==> config.mk <==
export PLATFORM = sky130hd
export DESIGN_NAME = if_fetch_flat
export DESIGN_NICKNAME = d
export VERILOG_FILES = /design/src/rtl/if_fetch_if.sv /design/src/rtl/if_fetch.sv /design/src/flat_wrapper.sv
export SDC_FILE = /design/constraint.sdc
export NUM_CORES = 1
export LEC_CHECK = 0
export ABC_CLOCK_PERIOD_IN_PS = 6390
export BUFFER_PORTS_ARGS = -buffer_cell sky130_fd_sc_hd__buf_2
export CAP_MARGIN = 30
export CORE_MARGIN = 8
export CORE_UTILIZATION = 30
export DETAILED_ROUTE_END_ITERATION = 6
export GPL_TIMING_DRIVEN = 0
export SKIP_CTS_REPAIR_TIMING = 1
export SLEW_MARGIN = 20
export SYNTH_ARGS = -nofsm -noshare
export SYNTH_HDL_FRONTEND = slang
export SYNTH_SLANG_ARGS = --single-unit
export TNS_END_PERCENT = 1
==> constraint.sdc <==
create_clock -name clk -period 6.39 [get_ports clk]
set_clock_uncertainty 0.15 [all_clocks]
set_input_delay 0.3195 -clock clk [delete_from_list [all_inputs] [get_ports clk]]
set_output_delay 0.3195 -clock clk [all_outputs]
set_load 0.02 [all_outputs]
==> src/rtl/if_fetch_if.sv <==
// Instruction-memory read port between the fetch stage (master) and memory (slave).
interface if_fetch_if;
  logic        mem_req;
  logic [31:0] mem_addr;
  logic        mem_rvalid;
  logic [31:0] mem_rdata;

  modport master (output mem_req, output mem_addr, input mem_rvalid, input mem_rdata);
  modport slave  (input mem_req, input mem_addr, output mem_rvalid, output mem_rdata);
endinterface

==> src/rtl/if_fetch.sv <==
// Single-outstanding instruction fetch stage: issues one read at a time, holds the
// returned word for the decoder, and redirects on branches (stale responses are dropped).
module if_fetch #(
  parameter logic [31:0] RESET_PC = 32'h0000_0000,
  parameter logic [31:0] NOP_INST = 32'h0000_0013
) (
  input  logic        clk,
  input  logic        rst_n,
  if_fetch_if.master  mem,
  input  logic        br_taken,
  input  logic [31:0] br_target,
  input  logic        id_stall,
  output logic [31:0] inst,
  output logic [31:0] inst_pc,
  output logic        inst_valid,
  output logic        addr_misalign
);

  localparam int unsigned XLEN = 32;

  typedef enum logic [1:0] {
    S_IDLE  = 2'd0,
    S_FETCH = 2'd1,
    S_WAIT  = 2'd2,
    S_VALID = 2'd3
  } state_e;

  state_e            state_q, state_d;
  logic [XLEN-1:0]   pc_q, pc_d;
  logic [XLEN-1:0]   inst_q, inst_d;
  logic [XLEN-1:0]   inst_pc_q, inst_pc_d;
  logic              inst_valid_q, inst_valid_d;
  logic              discard_q, discard_d;
  logic              misalign_q, misalign_d;

  assign mem.mem_req  = (state_q == S_FETCH);
  assign mem.mem_addr = pc_q;

  assign inst          = inst_q;
  assign inst_pc       = inst_pc_q;
  assign inst_valid    = inst_valid_q;
  assign addr_misalign = misalign_q;

  // Next-state: a redirect overrides everything; otherwise walk the fetch sequence.
  always_comb begin
    state_d      = state_q;
    pc_d         = pc_q;
    inst_d       = inst_q;
    inst_pc_d    = inst_pc_q;
    inst_valid_d = inst_valid_q;
    discard_d    = discard_q;
    misalign_d   = br_taken && (br_target[1:0] != 2'b00);

    if (br_taken) begin
      pc_d         = {br_target[XLEN-1:2], 2'b00};
      inst_valid_d = 1'b0;
      inst_d       = NOP_INST;
      case (state_q)
        S_FETCH: begin
          // The request already left, so its response must be thrown away.
          state_d   = S_WAIT;
          discard_d = 1'b1;
        end
        S_WAIT: begin
          if (mem.mem_rvalid) begin
            state_d   = S_FETCH;
            discard_d = 1'b0;
          end else begin
            discard_d = 1'b1;
          end
        end
        default: state_d = S_FETCH;
      endcase
    end else begin
      case (state_q)
        S_IDLE:  state_d = S_FETCH;
        S_FETCH: state_d = S_WAIT;
        S_WAIT: begin
          if (mem.mem_rvalid) begin
            discard_d = 1'b0;
            if (discard_q) begin
              state_d = S_FETCH;
            end else begin
              inst_d       = mem.mem_rdata;
              inst_pc_d    = pc_q;
              inst_valid_d = 1'b1;
              pc_d         = pc_q + XLEN'(4);
              state_d      = S_VALID;
            end
          end
        end
        S_VALID: begin
          if (!id_stall) begin
            inst_valid_d = 1'b0;
            inst_d       = NOP_INST;
            state_d      = S_FETCH;
          end
        end
        default: state_d = S_IDLE;
      endcase
    end
  end

  always_ff @(posedge clk or negedge rst_n) begin
    if (!rst_n) begin
      state_q      <= S_IDLE;
      pc_q         <= RESET_PC;
      inst_q       <= NOP_INST;
      inst_pc_q    <= '0;
      inst_valid_q <= 1'b0;
      discard_q    <= 1'b0;
      misalign_q   <= 1'b0;
    end else begin
      state_q      <= state_d;
      pc_q         <= pc_d;
      inst_q       <= inst_d;
      inst_pc_q    <= inst_pc_d;
      inst_valid_q <= inst_valid_d;
      discard_q    <= discard_d;
      misalign_q   <= misalign_d;
    end
  end

endmodule

==> src/flat_wrapper.sv <==
// flat-port wrapper written by rule: the top's interface ports become plain ports
module if_fetch_flat 
#(
  parameter logic [31:0] RESET_PC = 32'h0000_0000,
  parameter logic [31:0] NOP_INST = 32'h0000_0013
)
  (clk, rst_n, br_taken, br_target, id_stall, inst, inst_pc, inst_valid, addr_misalign, mem_mem_req, mem_mem_addr, mem_mem_rvalid, mem_mem_rdata);
  if_fetch_if mem_i ();
  input  logic clk;
  input  logic rst_n;
  input  logic br_taken;
  input  logic [31:0] br_target;
  input  logic id_stall;
  output logic [31:0] inst;
  output logic [31:0] inst_pc;
  output logic inst_valid;
  output logic addr_misalign;
  output wire logic [$bits(mem_i.mem_req)-1:0] mem_mem_req;
  output wire logic [$bits(mem_i.mem_addr)-1:0] mem_mem_addr;
  input wire logic [$bits(mem_i.mem_rvalid)-1:0] mem_mem_rvalid;
  input wire logic [$bits(mem_i.mem_rdata)-1:0] mem_mem_rdata;
  assign mem_mem_req = mem_i.mem_req;
  assign mem_mem_addr = mem_i.mem_addr;
  assign mem_i.mem_rvalid = mem_mem_rvalid;
  assign mem_i.mem_rdata = mem_mem_rdata;
  if_fetch #(.RESET_PC(RESET_PC), .NOP_INST(NOP_INST)) u_core (.clk(clk), .rst_n(rst_n), .mem(mem_i), .br_taken(br_taken), .br_target(br_target), .id_stall(id_stall), .inst(inst), .inst_pc(inst_pc), .inst_valid(inst_valid), .addr_misalign(addr_misalign));
endmodule
==> impl_metrics.json, run 1 <==
{
  "status": "finished clean",
  "synth_edf_count": 0,
  "power_density_mw_per_mm2": 330,
  "cts_buffers": 9,
  "grt_max_degree": 65,
  "yosysMostFrequentCell": "dfrtp_1",
  "synth_top_area_frac": 0.555,
  "clock_latency_ns": 0.35,
  "maxSlewViolCount": 0,
  "clockRootBuffer": "clkbuf_16",
  "antenna_cells": 0,
  "die-width_um": 135,
  "htreeDepth": 3,
  "start_util": 0.306,
  "synth.ff_latch_count": 97,
  "stdcell_count": 730,
  "path_max_fanout": 9,
  "final.setup.tns_ns": 0,
  "ys_warn_count": 0,
  "p_leak_nw": 2.88,
  "fmax_mhz": 407,
  "drive_gt1_frac": 0.413,
  "end_kind": "register",
  "avgViaCountPerCell": 4.75,
  "synth.avg_cell_area_um2": 11.5,
  "worst_pin_slew_ns": 0.721,
  "die_h_um": 135,
  "first_pass_iters": 4,
  "setup_slack_ns": 3.93,
  "ir_drop_v": 0.000107,
  "cts_num_sinks": 97,
  "async_flop_share": 1.00,
  "port_buffers": 162,
  "cp.arrival_ns": 2.52,
  "wirelength_um": 12500,
  "critical_path_class": "reg -> reg",
  "syn_inst": 367,
  "cts.path.max_buffers": 2,
  "ys.flop_type": "dfrtp_1",
  "finalWeightedCongestion": 0.779,
  "layout_min_cycle_time_ns": 2.46,
  "place_inst": 713,
  "place_area_mm2": 0.00532,
  "fillers": 1368,
  "period_share": 0.385,
  "nets": 618,
  "grt_pass1_wl_um": 19900,
  "power_mw": 1.86,
  "dr_total_vias": 3466,
  "clkTransAtPathRegs_ns": 0.07,
  "drtIter0Drc": 105,
  "yosysUniqueCellTypes": 35,
  "cts_tree": "done",
  "overflow": 0,
  "antenna_found_initial": 0,
  "startpoint_type": "register",
  "critPathRequiredTime_ns": 6.45,
  "core_area_mm2": 0.0138,
  "rsz0062_at_grt": "no",
  "final_hold_viol_count": 0,
  "cap_violations": 0,
  "syn_to_final_growth_pct": 33.0,
  "stdcell_area_mm2": 0.00564,
  "postRouteAntennaNets": 0,
  "synthTopCellsByCount": "dfrtp_1 (94), nand2_1 (41), mux2_2 (34)",
  "netlist_area_mm2": 0.00424,
  "synth_top_area_cell": "dfrtp_1",
  "num_rows": 43,
  "maxSlewHeadroom": 0.520,
  "routedWlPerCell_um": 17.1,
  "setup_violations": 0,
  "place_ws_ns": 3.95,
  "yosysSeqAreaShare": 0.574,
  "grt.total_usage": 0.140,
  "drc_errors": 0,
  "dieArea_mm2": 0.0182,
  "synth_area_leaders": "dfrtp_1 (56%), mux2_2 (9.0%), a22o_1 (6.0%)",
  "min_path_type": "in -> reg",
  "ios": 168,
  "dp_hpwl_um": 9530,
  "grt_pass1_vias": 3767
}
cell usage in the layout (no fill, tap or decap), types with 9 or more instances in the layout:
master     instances
dfrtp_1           94
nor2_1            14
nand2_1           41
clkbuf_16          9
xor2_1             9
nor3_1            11
inv_1              9
buf_2            166
nand3_1            9
a22o_1            29
o21ai_0           16
o21ai_1           12
clkbuf_1          11
xnor2_1           20
mux2_2            34
nand4_1           10
where the power goes:
part / internal [mW] / total, mW / switching, mW
sequential: 0.726 / 0.803 / 0.0768
clock: 0.335 / 0.564 / 0.229
combinational: 0.197 / 0.493 / 0.297
total: 1.26 / 1.86 / 0.602
per-stage QoR:
stage	util	hold WS (ns)
4_1_cts	0.407	-0.292
5_1_grt	0.408	0.0178
6_report	0.408	0.0233
2_1_floorplan	-	-0.126
3_3_place_gp	0.382	0.298
3_5_place_dp	0.385	0.0899
metal layers:
layer	vias to the layer above	global-route usage	wire length (µm)
met1	1692	0.167	5250
met2	130	0.223	5930
li1	1634	-	-
met3	10	0.0539	1150
met5	-	0	0
met4	0	0.0512	172
final timing paths:
kind / from / endpoint / slack, ns / cells past startpoint
worst max-delay path: u_core.state_q[0]$_DFFE_PN0P_ / u_core.mem.mem_addr[31]$_DFFE_PN0P_ / 3.93 / 8
worst min-delay path: br_target[0] / u_core.addr_misalign$_DFF_PN0_ / 0.02 / 2
worst max register to register: u_core.state_q[0]$_DFFE_PN0P_ / u_core.mem.mem_addr[31]$_DFFE_PN0P_ / 3.93 / 8
worst min register to register: u_core.inst[4]$_DFFE_PN1P_ / u_core.inst[4]$_DFFE_PN1P_ / 0.31 / 2
max in group asynchronous: rst_n / u_core.inst[1]$_DFFE_PN1P_ / 5.14 / 3
min in group asynchronous: rst_n / u_core.mem.mem_addr[2]$_DFFE_PN0P_ / 0.28 / 2
critical path, stage by stage, from the launching register on:
cell and delay [ns]:
dfrtp_1 0.41, inv_1 0.07, ha_1 0.20, and3b_1 0.16, buf_2 0.25, nand4_1 0.26
nor4_1 0.55, xnor2_1 0.18, o21ai_1 0.07
cells by family after synthesis:
family / count (synthesis) / share of synthesized area
simple gates: 100 / 0.116
flops: 97 / 0.574
compound gates: 67 / 0.107
mux: 35 / 0.0927
buf+inv: 34 / 0.0378
xor+xnor: 29 / 0.0600
fa+ha+maj: 4 / 0.0118
other cells: 1 / 0.000885
registers in the layout, indices dropped and copies added (netlist names):
signal,count
u_core.addr_misalign,1
u_core.state_q,2
u_core.mem.mem_addr,30
u_core.discard_q,1
u_core.inst_pc,30
u_core.inst,32
u_core.inst_valid,1
area by class of cell:
| class | instances | area, µm² | share of cell area |
|---|---|---|---|
| Multi-Input combinational cell | 239 | 1660 | 0.294 |
| Tap cell | 180 | 225 | 0.0400 |
| Timing Repair Buffer | 164 | 855 | 0.152 |
| Clock buffer | 14 | 274 | 0.0486 |
| Buffer | 25 | 126 | 0.0224 |
| Clock inverter | 2 | 35.0 | 0.00622 |
| Sequential cell | 97 | 2430 | 0.431 |
| Inverter | 9 | 33.8 | 0.00599 |
Note: power is estimated with default switching activity, not from simulation.
==> run 2: changes to the inputs <==
--- a/config.mk
+++ b/config.mk
@@ -5,7 +5,7 @@
 export SDC_FILE = /design/constraint.sdc
 export NUM_CORES = 1
 export LEC_CHECK = 0
-export ABC_CLOCK_PERIOD_IN_PS = 6390
+export ABC_CLOCK_PERIOD_IN_PS = 2270
 export BUFFER_PORTS_ARGS = -buffer_cell sky130_fd_sc_hd__buf_2
 export CAP_MARGIN = 30
 export CORE_MARGIN = 8
==> constraint.sdc (replaced) <==
create_clock -name clk -period 2.27 [get_ports clk]
set_clock_uncertainty 0.15 [all_clocks]
set_input_delay 0.1135 -clock clk [delete_from_list [all_inputs] [get_ports clk]]
set_output_delay 0.1135 -clock clk [all_outputs]
set_load 0.02 [all_outputs]
==> run 2 against run 1 <==
Against the previous run: largest power group unchanged; largest cell class unchanged; critical path type unchanged; global-route usage unchanged; final cell count increased by 9.0%; critical path depth unchanged; critical endpoint is now u_core.mem.mem_addr[26]$_DFFE_PN0P_; utilization increased by 5.2 points; sequential power increased to 2.8 times the previous value; highest routed layer unchanged; fmax increased by 5.1%; count of clock-buffer cells in the layout unchanged; the run now ends with setup timing left; design area increased by 13%.
==> impl_metrics.json, run 2 (synthesis results as in run 1) <==
{
  "r2r_cells": 8,
  "end_kind": "register",
  "min_path_cells": 2,
  "stdcell_count": 796,
  "cts_buffers": 9,
  "syn_to_final_growth_pct": 49.9,
  "place_ws_ns": -0.170,
  "overflow": 0,
  "nets": 684,
  "drive_gt1_frac": 0.383,
  "layout_commonest_cell": "buf_2",
  "postRouteAntennaNets": 0,
  "min_delay_worst_endpoint": "u_core.mem.mem_addr[12]$_DFFE_PN0P_",
  "grt_max_degree": 65,
  "dieArea_mm2": 0.0182,
  "hp-start": "br_taken",
  "cp.arrival_ns": 2.43,
  "power_density_mw_per_mm2": 845,
  "dp_hpwl_um": 9530,
  "setup_slack_ns": -0.0705,
  "largest_reg_flops": 32,
  "layout_common_cells": "buf_2 (165), dfrtp_1 (94), dlygate4sd3_1 (66)",
  "p_leak_nw": 3.18,
  "dr_total_vias": 3724,
  "min_path_type": "in -> reg",
  "cts.path.max_buffers": 2,
  "grt_pass1_vias": 3767,
  "place_inst": 713,
  "final.setup.tns_ns": -0.550,
  "htreeDepth": 3,
  "routedWlPerCell_um": 16.8,
  "clkTransAtPathRegs_ns": 0.07,
  "cap_violations": 0,
  "status": "complete, but fails checks",
  "start_util": 0.306,
  "ir_drop_v": 0.000301,
  "clockRootBuffer": "clkbuf_16",
  "layout_min_cycle_time_ns": 2.34,
  "critPathRequiredTime_ns": 2.35,
  "antenna_cells": 0,
  "worst_pin_slew_ns": 0.749,
  "rrSetupSlack_ns": -0.07,
  "holdWs_ns": 0.0170,
  "final_hold_viol_count": 0,
  "first_pass_iters": 5,
  "period_share": 1.03,
  "num_rows": 43,
  "grt.total_usage": 0.140,
  "violations": "setup timing",
  "rsz0062_at_grt": "yes",
  "wirelength_um": 13400,
  "avgViaCountPerCell": 4.68,
  "cts_num_sinks": 97,
  "die-width_um": 135,
  "regToRegStartpoint": "u_core.state_q[0]$_DFFE_PN0P_",
  "drc_errors": 0,
  "r2r-end": "u_core.mem.mem_addr[26]$_DFFE_PN0P_",
  "setup_violations": 29,
  "finalWeightedCongestion": 0.779,
  "path_max_fanout": 8,
  "clock_latency_ns": 0.35,
  "critical_path_class": "reg -> reg",
  "maxSlewViolCount": 0,
  "grt_pass1_wl_um": 19900,
  "cts_tree": "done",
  "maxSlewHeadroom": 0.500,
  "antenna_found_initial": 0,
  "core_area_mm2": 0.0138,
  "ios": 168,
  "startpoint_type": "register",
  "die_h_um": 135,
  "port_buffers": 162,
  "fmax_mhz": 427,
  "drtIter0Drc": 143
}
[run 2: final cells by class]
| cell class | count | area, µm² |
|---|---|---|
| clock buffers | 14 | 274 |
| multi-input cells | 239 | 1700 |
| fillers | 1283 | 7480 |
| inverters | 9 | 33.8 |
| plain buffers | 25 | 134 |
| clock inverters | 2 | 35.0 |
| well taps | 180 | 225 |
| flip-flops and latches | 97 | 2430 |
| repair buffers | 230 | 1510 |
[run 2: worst max-delay path by stage]
| stage | start | end | depth (start not counted) |
|---|---|---|---|
| floorplan | u_core.mem.mem_addr[2]$_DFFE_PN0P_ | u_core.mem.mem_addr[26]$_DFFE_PN0P_ | 7 |
| global placement | u_core.state_q[0]$_DFFE_PN0P_ | u_core.mem.mem_addr[31]$_DFFE_PN0P_ | 8 |
| detailed placement | u_core.state_q[0]$_DFFE_PN0P_ | u_core.mem.mem_addr[31]$_DFFE_PN0P_ | 8 |
| CTS | u_core.state_q[0]$_DFFE_PN0P_ | u_core.mem.mem_addr[31]$_DFFE_PN0P_ | 8 |
| global route | u_core.state_q[0]$_DFFE_PN0P_ | u_core.inst_pc[26]$_DFFE_PN0P_ | 6 |
| finish | u_core.state_q[0]$_DFFE_PN0P_ | u_core.mem.mem_addr[26]$_DFFE_PN0P_ | 8 |
[run 2: power by group]
group / internal (mW) / leakage, nW / switching, mW
registers: 2.04 / 1.27 / 0.221
clock network: 0.945 / 0.153 / 0.660
logic: 0.633 / 1.76 / 0.861
[run 2: layer usage]
layer	wire [µm]	vias to the layer above	global-route usage	part of all wire
met5	0	-	0	0
met4	205	0	0.0512	0.015
met3	1110	12	0.0539	0.083
met2	6520	128	0.223	0.49
met1	5550	1817	0.167	0.41
li1	-	1767	-	-
[run 2: through the flow]
stage                util  area [µm²]  total power, mW
floorplan               -        4250             3.13
global placement    0.382        5280             3.66
detailed placement  0.385        5320             3.71
CTS                 0.407        5630             5.33
global route        0.459        6350             5.64
finish              0.459        6350             5.36
[run 2: critical path: stages (launching register included)]
cell and delay, ns:
dfrtp_1 0.41, inv_1 0.08, ha_2 0.20, nand3b_1 0.19
or3_1 0.43, buf_6 0.15, nor4_4 0.26, xor2_1 0.09
mux2_2 0.26
==> run 3: changes to the inputs <==
--- a/config.mk
+++ b/config.mk
@@ -8,10 +8,13 @@
 export ABC_CLOCK_PERIOD_IN_PS = 2270
 export BUFFER_PORTS_ARGS = -buffer_cell sky130_fd_sc_hd__buf_2
 export CAP_MARGIN = 30
+export CELL_PAD_IN_SITES_DETAIL_PLACEMENT = 1
+export CELL_PAD_IN_SITES_GLOBAL_PLACEMENT = 1
 export CORE_MARGIN = 8
 export CORE_UTILIZATION = 30
 export DETAILED_ROUTE_END_ITERATION = 6
 export GPL_TIMING_DRIVEN = 0
+export PLACE_DENSITY_LB_ADDON = 0.1
 export SKIP_CTS_REPAIR_TIMING = 1
 export SLEW_MARGIN = 20
 export SYNTH_ARGS = -nofsm -noshare
==> run 3 against run 2 <==
Against the previous run: the flow now finishes without violations; highest routed layer unchanged; flip-flop and latch count unchanged; critical endpoint is now u_core.inst[28]$_DFFE_PN0P_; non-clock buffer count is 1 lower; register-to-register slack gained 0.095 ns.
==> impl_metrics.json, run 3 (synthesis results as in run 1) <==
{
  "postRouteAntennaNets": 0,
  "first_pass_iters": 4,
  "worst_pin_slew_ns": 0.589,
  "finish.utilization": 0.459,
  "critPathRequiredTime_ns": 2.41,
  "htreeDepth": 3,
  "clock_latency_ns": 0.35,
  "maxSlewViolCount": 0,
  "fmax_mhz": 445,
  "final.setup.tns_ns": 0,
  "grtUsageMet2": 0.245,
  "r2r_cells": 7,
  "ios": 168,
  "clkTransAtPathRegs_ns": 0.07,
  "crit_buf_inv": 3,
  "place_inst": 713,
  "regToRegStartpoint": "u_core.state_q[0]$_DFFE_PN0P_",
  "overflow": 0,
  "r2r-end": "u_core.inst[28]$_DFFE_PN0P_",
  "syn_to_final_growth_pct": 49.8,
  "wirelength_um": 14200,
  "end_kind": "register",
  "drive_gt1_frac": 0.384,
  "startpoint_type": "register",
  "cts_buffers": 9,
  "stdcell_area_mm2": 0.00635,
  "period_share": 0.989,
  "power_density_mw_per_mm2": 865,
  "dieArea_mm2": 0.0182,
  "layout_commonest_cell": "buf_2",
  "rsz0062_at_grt": "yes",
  "crit_family": "buffers and inverters",
  "slowest_stage": "dfrtp_1",
  "min_path_type": "in -> reg",
  "stdcell_count": 795,
  "final_hold_viol_count": 0,
  "maxSlewHeadroom": 0.607,
  "rrSetupSlack_ns": 0.02,
  "dr_total_vias": 3719,
  "hp-start": "br_taken",
  "met3_usage": 0.0594,
  "drc_errors": 0,
  "antenna_cells": 0,
  "cp.arrival_ns": 2.38,
  "cap_violations": 0,
  "grt_pass1_wl_um": 21600,
  "routedWlPerCell_um": 17.9,
  "die_h_um": 135,
  "crit_path_start": "u_core.state_q[0]$_DFFE_PN0P_",
  "die-width_um": 135,
  "start_util": 0.306,
  "grt.total_usage": 0.151,
  "status": "finished clean",
  "nets": 683,
  "num_rows": 43,
  "finalWeightedCongestion": 0.706,
  "ir_drop_v": 0.000337,
  "path_max_fanout": 10,
  "largest_reg_flops": 32,
  "p_leak_nw": 3.17,
  "min_delay_worst_endpoint": "u_core.mem.mem_addr[12]$_DFFE_PN0P_",
  "layout_common_cells": "buf_2 (165), dfrtp_1 (94), dlygate4sd3_1 (66)",
  "place_area_mm2": 0.00532,
  "drtIter0Drc": 98,
  "layout_min_cycle_time_ns": 2.25,
  "cts_num_sinks": 97,
  "min_path_cells": 2,
  "core_area_mm2": 0.0138,
  "cts_tree": "done",
  "avgViaCountPerCell": 4.68,
  "crit_chain": "inv_1 -> ha_2 -> nand3b_1 -> nor3_1 -> clkbuf_2 -> clkbuf_1 -> a22o_1",
  "setup_violations": 0,
  "grt_max_degree": 55,
  "holdWs_ns": 0.0306,
  "dp_hpwl_um": 10100,
  "top_usage_layer": "met2",
  "grt_pass1_vias": 3994,
  "port_buffers": 162,
  "antenna_found_initial": 0,
  "critical_path_class": "reg -> reg",
  "grt_use_met1": 0.175,
  "critical-path-max-stage-delay_ns": 0.41,
  "cts.path.max_buffers": 2,
  "clockRootBuffer": "clkbuf_16"
}
==> run 3: area by class of cell <==
| class | instances | area [µm²] |
|---|---|---|
| fillers | 1542 | 7480 |
| flip-flops and latches | 97 | 2430 |
| multi-input cells | 239 | 1680 |
| repair buffers | 229 | 1510 |
| clock buffers | 14 | 274 |
| well taps | 180 | 225 |
| plain buffers | 25 | 138 |
| clock inverters | 2 | 60.1 |
| inverters | 9 | 33.8 |
==> run 3: worst max path at each step <==
stage,end,slack (ns),cells after the start
2_1_floorplan,u_core.mem.mem_addr[26]$_DFFE_PN0P_,0.12,7
3_3_place_gp,u_core.inst[15]$_DFFE_PN0P_,-0.21,1
3_5_place_dp,u_core.mem.mem_addr[31]$_DFFE_PN0P_,-0.18,8
4_1_cts,u_core.mem.mem_addr[31]$_DFFE_PN0P_,-0.19,8
5_1_grt,u_core.inst[28]$_DFFE_PN0P_,-0.21,7
6_report,u_core.inst[28]$_DFFE_PN0P_,0.02,7
==> run 3: metrics by stage <==
step           setup slack, ns  total power, mW
5_1_grt                 -0.213             5.79
4_1_cts                 -0.191             5.48
2_1_floorplan            0.123             3.13
6_report                0.0248             5.49
3_3_place_gp            -0.209             3.68
3_5_place_dp            -0.175             3.73
==> run 3: layer usage <==
metal,vias to the layer above,routed length [µm]
met4,0,181
met5,-,0
met2,104,7260
met3,12,1060
met1,1832,5720
li1,1771,-
==> run 3: where the power goes <==
part	internal, mW	leakage (nW)	switching [mW]
logic	0.637	1.74	0.873
registers	2.04	1.27	0.216
clock network	1.06	0.163	0.660
